## config.mk

```make
export PLATFORM = sky130hd
export DESIGN_NAME = seg7_scan_driver
export DESIGN_NICKNAME = d
export VERILOG_FILES = /design/src/rtl/seg7_scan_driver.sv
export SDC_FILE = /design/constraint.sdc
export NUM_CORES = 1
export LEC_CHECK = 0
export ABC_AREA = 1
export CAP_MARGIN = 10
export CORE_MARGIN = 2
export CORE_UTILIZATION = 39
export DETAILED_ROUTE_END_ITERATION = 16
export DONT_BUFFER_PORTS = 1
export MAX_ROUTING_LAYER = met4
export PLACE_DENSITY_LB_ADDON = 0.15
export SLEW_MARGIN = 10
export SYNTH_ARGS = -nofsm -noshare
export SYNTH_HDL_FRONTEND = slang
export SYNTH_SLANG_ARGS = --single-unit
```

## constraint.sdc

```tcl
create_clock -name clk -period 2.52 [get_ports clk]
set_clock_uncertainty 0.2 [all_clocks]
set_input_delay 0.756 -clock clk [delete_from_list [all_inputs] [get_ports clk]]
set_output_delay 0.756 -clock clk [all_outputs]
set_load 0.005 [all_outputs]
```

## src/rtl/seg7_scan_driver.sv

```systemverilog
`default_nettype none
// ============================================================================
// Module      : seg7_scan_driver
// Description : Time-multiplexed driver for a 4-digit common-anode seven-
//               segment display. Captures four hex nibbles plus decimal-point
//               mask on a load strobe, then scans one digit at a time with
//               hex decode and optional leading-zero blanking. All display
//               outputs are registered and active-low.
// Revision    : 1.0 - initial release
// ============================================================================
module seg7_scan_driver #(
  parameter int DIGIT_CYCLES = 100000,
  parameter int CNT_W        = $clog2(DIGIT_CYCLES)
) (
  input  logic       clk,
  input  logic       reset,
  input  logic       load,
  input  logic [3:0] d3,
  input  logic [3:0] d2,
  input  logic [3:0] d1,
  input  logic [3:0] d0,
  input  logic [3:0] dp_mask,
  input  logic       blank_zeros,
  output logic [6:0] seg,
  output logic       dp,
  output logic [3:0] an
);

  localparam logic [CNT_W-1:0] c_CNT_MAX = CNT_W'(DIGIT_CYCLES - 1);

  logic [CNT_W-1:0] r_cnt;
  logic [1:0]       r_idx;
  logic [15:0]      r_hold;   // {h3, h2, h1, h0}
  logic [3:0]       r_hdp;
  logic [6:0]       r_seg;
  logic             r_dp;
  logic [3:0]       r_an;

  logic             w_wrap;
  logic [3:0]       w_nib;
  logic [6:0]       w_dec;
  logic [3:0]       w_zero;
  logic [3:0]       w_blank;
  logic             w_blank_sel;
  logic [3:0]       w_an_lit;

  assign w_wrap = (r_cnt == c_CNT_MAX);

  // Refresh counter and digit index; the index advances on the wrap cycle.
  always_ff @(posedge clk) begin
    if (reset) begin
      r_cnt <= '0;
      r_idx <= 2'd0;
    end else if (w_wrap) begin
      r_cnt <= '0;
      r_idx <= r_idx + 2'd1;
    end else begin
      r_cnt <= r_cnt + 1'b1;
    end
  end

  // Holding registers; reset wins over a coincident load.
  always_ff @(posedge clk) begin
    if (reset) begin
      r_hold <= 16'h0000;
      r_hdp  <= 4'b0000;
    end else if (load) begin
      r_hold <= {d3, d2, d1, d0};
      r_hdp  <= dp_mask;
    end
  end

  // Digit select, hex decode (active-low g..a) and leading-zero blanking.
  always_comb begin
    w_nib = r_hold[{r_idx, 2'b00} +: 4];
    w_dec = 7'h7F;
    case (w_nib)
      4'h0: w_dec = 7'h40;
      4'h1: w_dec = 7'h79;
      4'h2: w_dec = 7'h24;
      4'h3: w_dec = 7'h30;
      4'h4: w_dec = 7'h19;
      4'h5: w_dec = 7'h12;
      4'h6: w_dec = 7'h02;
      4'h7: w_dec = 7'h78;
      4'h8: w_dec = 7'h00;
      4'h9: w_dec = 7'h10;
      4'hA: w_dec = 7'h08;
      4'hB: w_dec = 7'h03;
      4'hC: w_dec = 7'h46;
      4'hD: w_dec = 7'h21;
      4'hE: w_dec = 7'h06;
      4'hF: w_dec = 7'h0E;
      default: w_dec = 7'h7F;
    endcase

    w_zero[3] = (r_hold[15:12] == 4'h0);
    w_zero[2] = (r_hold[11:8]  == 4'h0);
    w_zero[1] = (r_hold[7:4]   == 4'h0);
    w_zero[0] = (r_hold[3:0]   == 4'h0);

    // A digit is blanked only if it and every digit to its left are zero;
    // the rightmost digit always shows so "0" is displayed for a zero value.
    w_blank[3] = blank_zeros & w_zero[3];
    w_blank[2] = blank_zeros & w_zero[3] & w_zero[2];
    w_blank[1] = blank_zeros & w_zero[3] & w_zero[2] & w_zero[1];
    w_blank[0] = 1'b0;

    w_blank_sel = w_blank[r_idx];
    w_an_lit    = ~(4'b0001 << r_idx);
  end

  // Registered outputs so no input has a combinational path to the pins.
  always_ff @(posedge clk) begin
    if (reset) begin
      r_an  <= 4'b1111;
      r_seg <= 7'h7F;
      r_dp  <= 1'b1;
    end else if (w_blank_sel) begin
      r_an  <= 4'b1111;
      r_seg <= 7'h7F;
      r_dp  <= 1'b1;
    end else begin
      r_an  <= w_an_lit;
      r_seg <= w_dec;
      r_dp  <= ~r_hdp[r_idx];
    end
  end

  assign seg = r_seg;
  assign dp  = r_dp;
  assign an  = r_an;

endmodule
`default_nettype wire

```

## Yosys cells after proc, flatten, opt, wreduce, memory -nomap -nowiden

Memory sizes are Yosys's and may differ from the RTL's. A register that Yosys moved wholly into a read port is not among the register bits.
Cells that the tools add are included.

- Shifts and indexed selects: 2
- $mul: 0
- Magnitude comparators: 1
- Eq/ne operators: 1
- Bitwise operators: 5
- Multiplexer cells: 4
- Divide/modulo/power cells: 0
- Reductions and logical operators: 5
- Add/sub/neg operators: 2

Operators with widths:

| cell | count |
|---|---|
| $add 17x1->17 const B | 1 |
| $eq 17x17->1 const B | 1 |
| $shiftx 16x5->4 | 1 |
| $logic_not 4->1 | 3 |
| $bmux 1 s2 | 2 |
| $not 4->4 | 1 |
| $reduce_or 2->1 | 2 |
| $shl 1x2->4 const A | 1 |
| $and 1x1->1 | 3 |
| $lt 2x3->1 const B | 1 |
| $add 2x1->2 const B | 1 |
| $mux 1 | 2 |
| $not 1->1 | 1 |

- ROM bits: 112
- Bits in writable memories: 0
- Output and inout bits: 12
- Flip-flop bits (word level): 44
- Memories kept: 1
- Bits of input ports: 24
- Word-level logic and storage cells: 27
- Bits in latches: 0

Memory list:

| memory | words | bits a word | rd ports | clocked after memory_dff | wr ports | line | RTL |
|---|---|---|---|---|---|---|---|
| (name not given) | 16 | 7 | 1 | 1 | 0 | 77 | `case (w_nib)` |

## Logic depth before layout (Yosys ltp)

- Word-level depth: 7
- Depth in mapped cells: 12

## Worst setup path before layout

Ideal clock, no wire load.

- Path kind: reg2reg
- Start point: reg r_idx[0]
- End point: reg r_seg[6] (netlist: seg[6])
- Clock period less this slack: 1771 ps
- Path slack: 749 ps
- Data arrival time: 1441 ps
- Cell stages (with the launch flop): 12
- Buffers on the path: 1
- Path through: dfxtp_1 > inv_2 > buf_6 > nand2_1 > nand3_1 > nand2_1 > inv_1 > ha_1 > nand3_1 > nand2_1 > nand2_1 > nand3_1

- Longest elaborated chain between the ends: 3

RTL lines:

| item | line | RTL |
|---|---|---|
| start: declaration | 32 | `logic [1:0] r_idx;` |
| start signal: assignment | 56 | `r_idx <= r_idx + 2'd1;` |
| branches (longest 3 deep; another with $shiftx 16x5->4) | n/a |  |
| end: declaration | 35 | `logic [6:0] r_seg;` |

Several ways; the timed one is not identified. The select of a mux whose other input is x is not followed.
A chain may end at the register's enable or synchronous reset.

## Final worst setup path

- Start point: reg r_idx[1]
- End point: reg r_seg[0] (netlist: seg[0])

Same word-level chain as after synthesis.

==> results.ini <==
[die]
initial_core_util_pct = 40.1
core-area_sq_um = 6350
dieHeight_um = 84.8
die-area_sq_um = 7190
die_w_um = 84.8
num_rows = 29
io_pins = 36

[setup_path]
crit_top_cell = nand3_1
path_cells = inv_2, nand3_1, nand2_1, ha_1, inv_1, nand3_1, nand3_1, nand3_1
endpoint_kind = flip-flop
crit_slowest_cell = dfxtp_1
cpPeakStageDelay_ns = 0.60
worstPathMaxFanout = 12
criticalPathCategory = flip-flop to flip-flop
reg2reg_from = r_idx[1]$_SDFFE_PP0N_
worst-path-buf-inv = 2
cp_data_arrival_time_ns = 1.96
critPathLaunchType = flip-flop
required_ns = 2.51
path_delay_family = flip-flops
cp-startpoint = r_idx[1]$_SDFFE_PP0N_

[route]
drtIter0Drc = 99
drc_errors = 0
wl_per_cell_um = 11.9
via_count = 2133
via_per_inst = 4.87
wirelength_um = 5220
firstDrtPassIters = 4
ant_nets = 0

[hold_path]
hp-class = flip-flop to flip-flop
hp-start = r_cnt[0]$_SDFF_PP0_

[power_and_ir_drop]
sw_frac_of_total_pct = 25.0
internal-power_w = 0.00111
power.density_nw_per_um2 = 551
seq_power_share_pct = 58.9
irDropWorstVdd_v = 0.000267
switching_power_w = 0.000369
pwr-share-comb_pct = 8.7
p_leak_nw = 1.12
clockPowerShare_pct = 32.4

[synth]
yosysWarnings = 0
muxShareOfSynthArea_pct = 0
syn_avg_cell_area_sq_um = 7.05
netlist_instances = 361
synth_xor_xnor_area_share_pct = 2.06
synth-adder-area-share_pct = 5.41
synth_compound_area_share_pct = 7.86
synth_area_sq_um = 2550
syn_nets = 396
synth_top_family_by_area = simple AND/OR/NAND/NOR gates
ys_seq_elements = 51
synth_seq_area_share_pct = 40.1
ys_types = 26
synthSimpleGateAreaFrac_pct = 37.3

[place]
gp_congestion = 0.912
port_buffers = 0
place_ws_ns = 0.548
dp_hpwl_um = 3900
dpl.cell_count = 431

[timing]
worst_slew_pin_slew_ns = 0.659
drv_slew = 0
finalHoldViolations = 0
fin_crit_sh_pct = 78.2
setup_slack_ns = 0.550
max_freq_mhz = 508
grt_setup_unrepaired = false
setup_viol = 0
finalCriticalPeriod_ns = 1.97
tns_ns = 0
timing.slew.headroom_pct = 56.0

[cells_and_area]
layout.cells.most_common = nand2_1
nets = 396
mostFrequentLayoutCells = 88 x nand2_1, 70 x nor2_1, 51 x dfxtp_1
drive_gt1_share_pct = 8.31
final_cells = 438
num_antenna_cells = 0
area_growth_pct = 5.31
utilization_pct = 42.2

[grt]
grt_usage_pct = 16.5
gr-total-overflow = 0
grt_pass1_wl_um = 9380
grt_pass1_vias = 2029
antenna_found_initial = 0
grt_max_degree = 25

[clock_network]
htree_num_levels = 2
numCtsBuffers = 5
clock_latency_ns = 0.30
clock-sinks = 51
cts-resized-gates = 0
path_clk_slew_ns = 0.09
cts_tree = yes
ctsHoldBuffers = 0
cts-root-buf = clkbuf_8
cts_setup_buffers = 0
clock_path_buffers = 2

[job]
maxCapViolCount = 0

[run_status]
status = complete, no violations

-- metal layers --
layer	wire (um)	vias to the layer above	GRT usage (%)
met5	0	-	-
met4	114	0	6.35
met3	235	14	4.23
met2	2220	43	23.7
met1	2650	935	22.1
li1	-	1141	-
-- power groups by stage --
stage	registers, W	clock network [W]	logic (W)
floorplan	0.000880	0	0.000110
global placement	0.000889	0	0.000127
detailed placement	0.000889	0	0.000129
CTS	0.000870	0.000497	0.000130
global route	0.000874	0.000531	0.000153
finish	0.000869	0.000479	0.000129
-- final cells by class --
| cell class | count | area (sq um) |
|---|---|---|
| clock buffer | 6 | 82.6 |
| clock inverter | 1 | 5.00 |
| fill | 669 | 3670 |
| inverter | 30 | 113 |
| multi-input combinational | 270 | 1340 |
| sequential | 51 | 1020 |
| tap | 77 | 96.3 |
| timing repair buffer | 3 | 22.5 |
-- stage by stage --
step                      hold WS (ns)  power (W)  area (sq um)
after floorplan                  0.229   0.000990          2550
after global placement           0.248    0.00102          2590
after detailed placement         0.256    0.00102          2590
after CTS                        0.277    0.00150          2680
after global routing             0.296    0.00156          2680
final                            0.276    0.00148          2680
-- logic make-up (layout without fill, tap and decap cells) --
family | Yosys count | in the layout
buffers and inverters | 40 | 40
adders and majority gates | 11 | 11
xor gates and xnor gates | 6 | 6
DFF | 51 | 51
and+or+nand+nor | 215 | 215
AOI/OAI and AO/OA | 38 | 38
-- synthesized netlist by cell type, drive strengths merged --
| library cell | number | area, sq um |
|---|---|---|
| buf | 5 | 52.6 |
| clkbuf | 5 | 18.8 |
| dfxtp | 51 | 1020 |
| nor3 | 4 | 25.0 |
| xor2 | 4 | 35.0 |
| nor2 | 74 | 288 |
| nand3 | 37 | 218 |
| ha | 11 | 138 |
| inv | 30 | 113 |
| a21oi | 13 | 72.6 |
| nand2 | 93 | 377 |
| o21bai | 1 | 7.51 |
| o21ai | 24 | 120 |
| xnor2 | 2 | 17.5 |
| or2 | 2 | 12.5 |
| nand4 | 5 | 31.3 |
-- sequential cells by signal (all words and copies together) (netlist names) --
name / cells
r_hdp: 4
r_cnt: 17
dp: 1
an: 4
r_idx: 2
seg: 7
r_hold: 16
-- final timing paths --
check,to,slack [ns],depth (start not counted)
max,seg[0]$_SDFF_PP1_,0.55,8
min reg2reg,r_cnt[0]$_SDFF_PP0_,0.28,1
max reg2reg,seg[0]$_SDFF_PP1_,0.55,8
min,r_cnt[0]$_SDFF_PP0_,0.28,1
(Power assumes the default switching activity.)
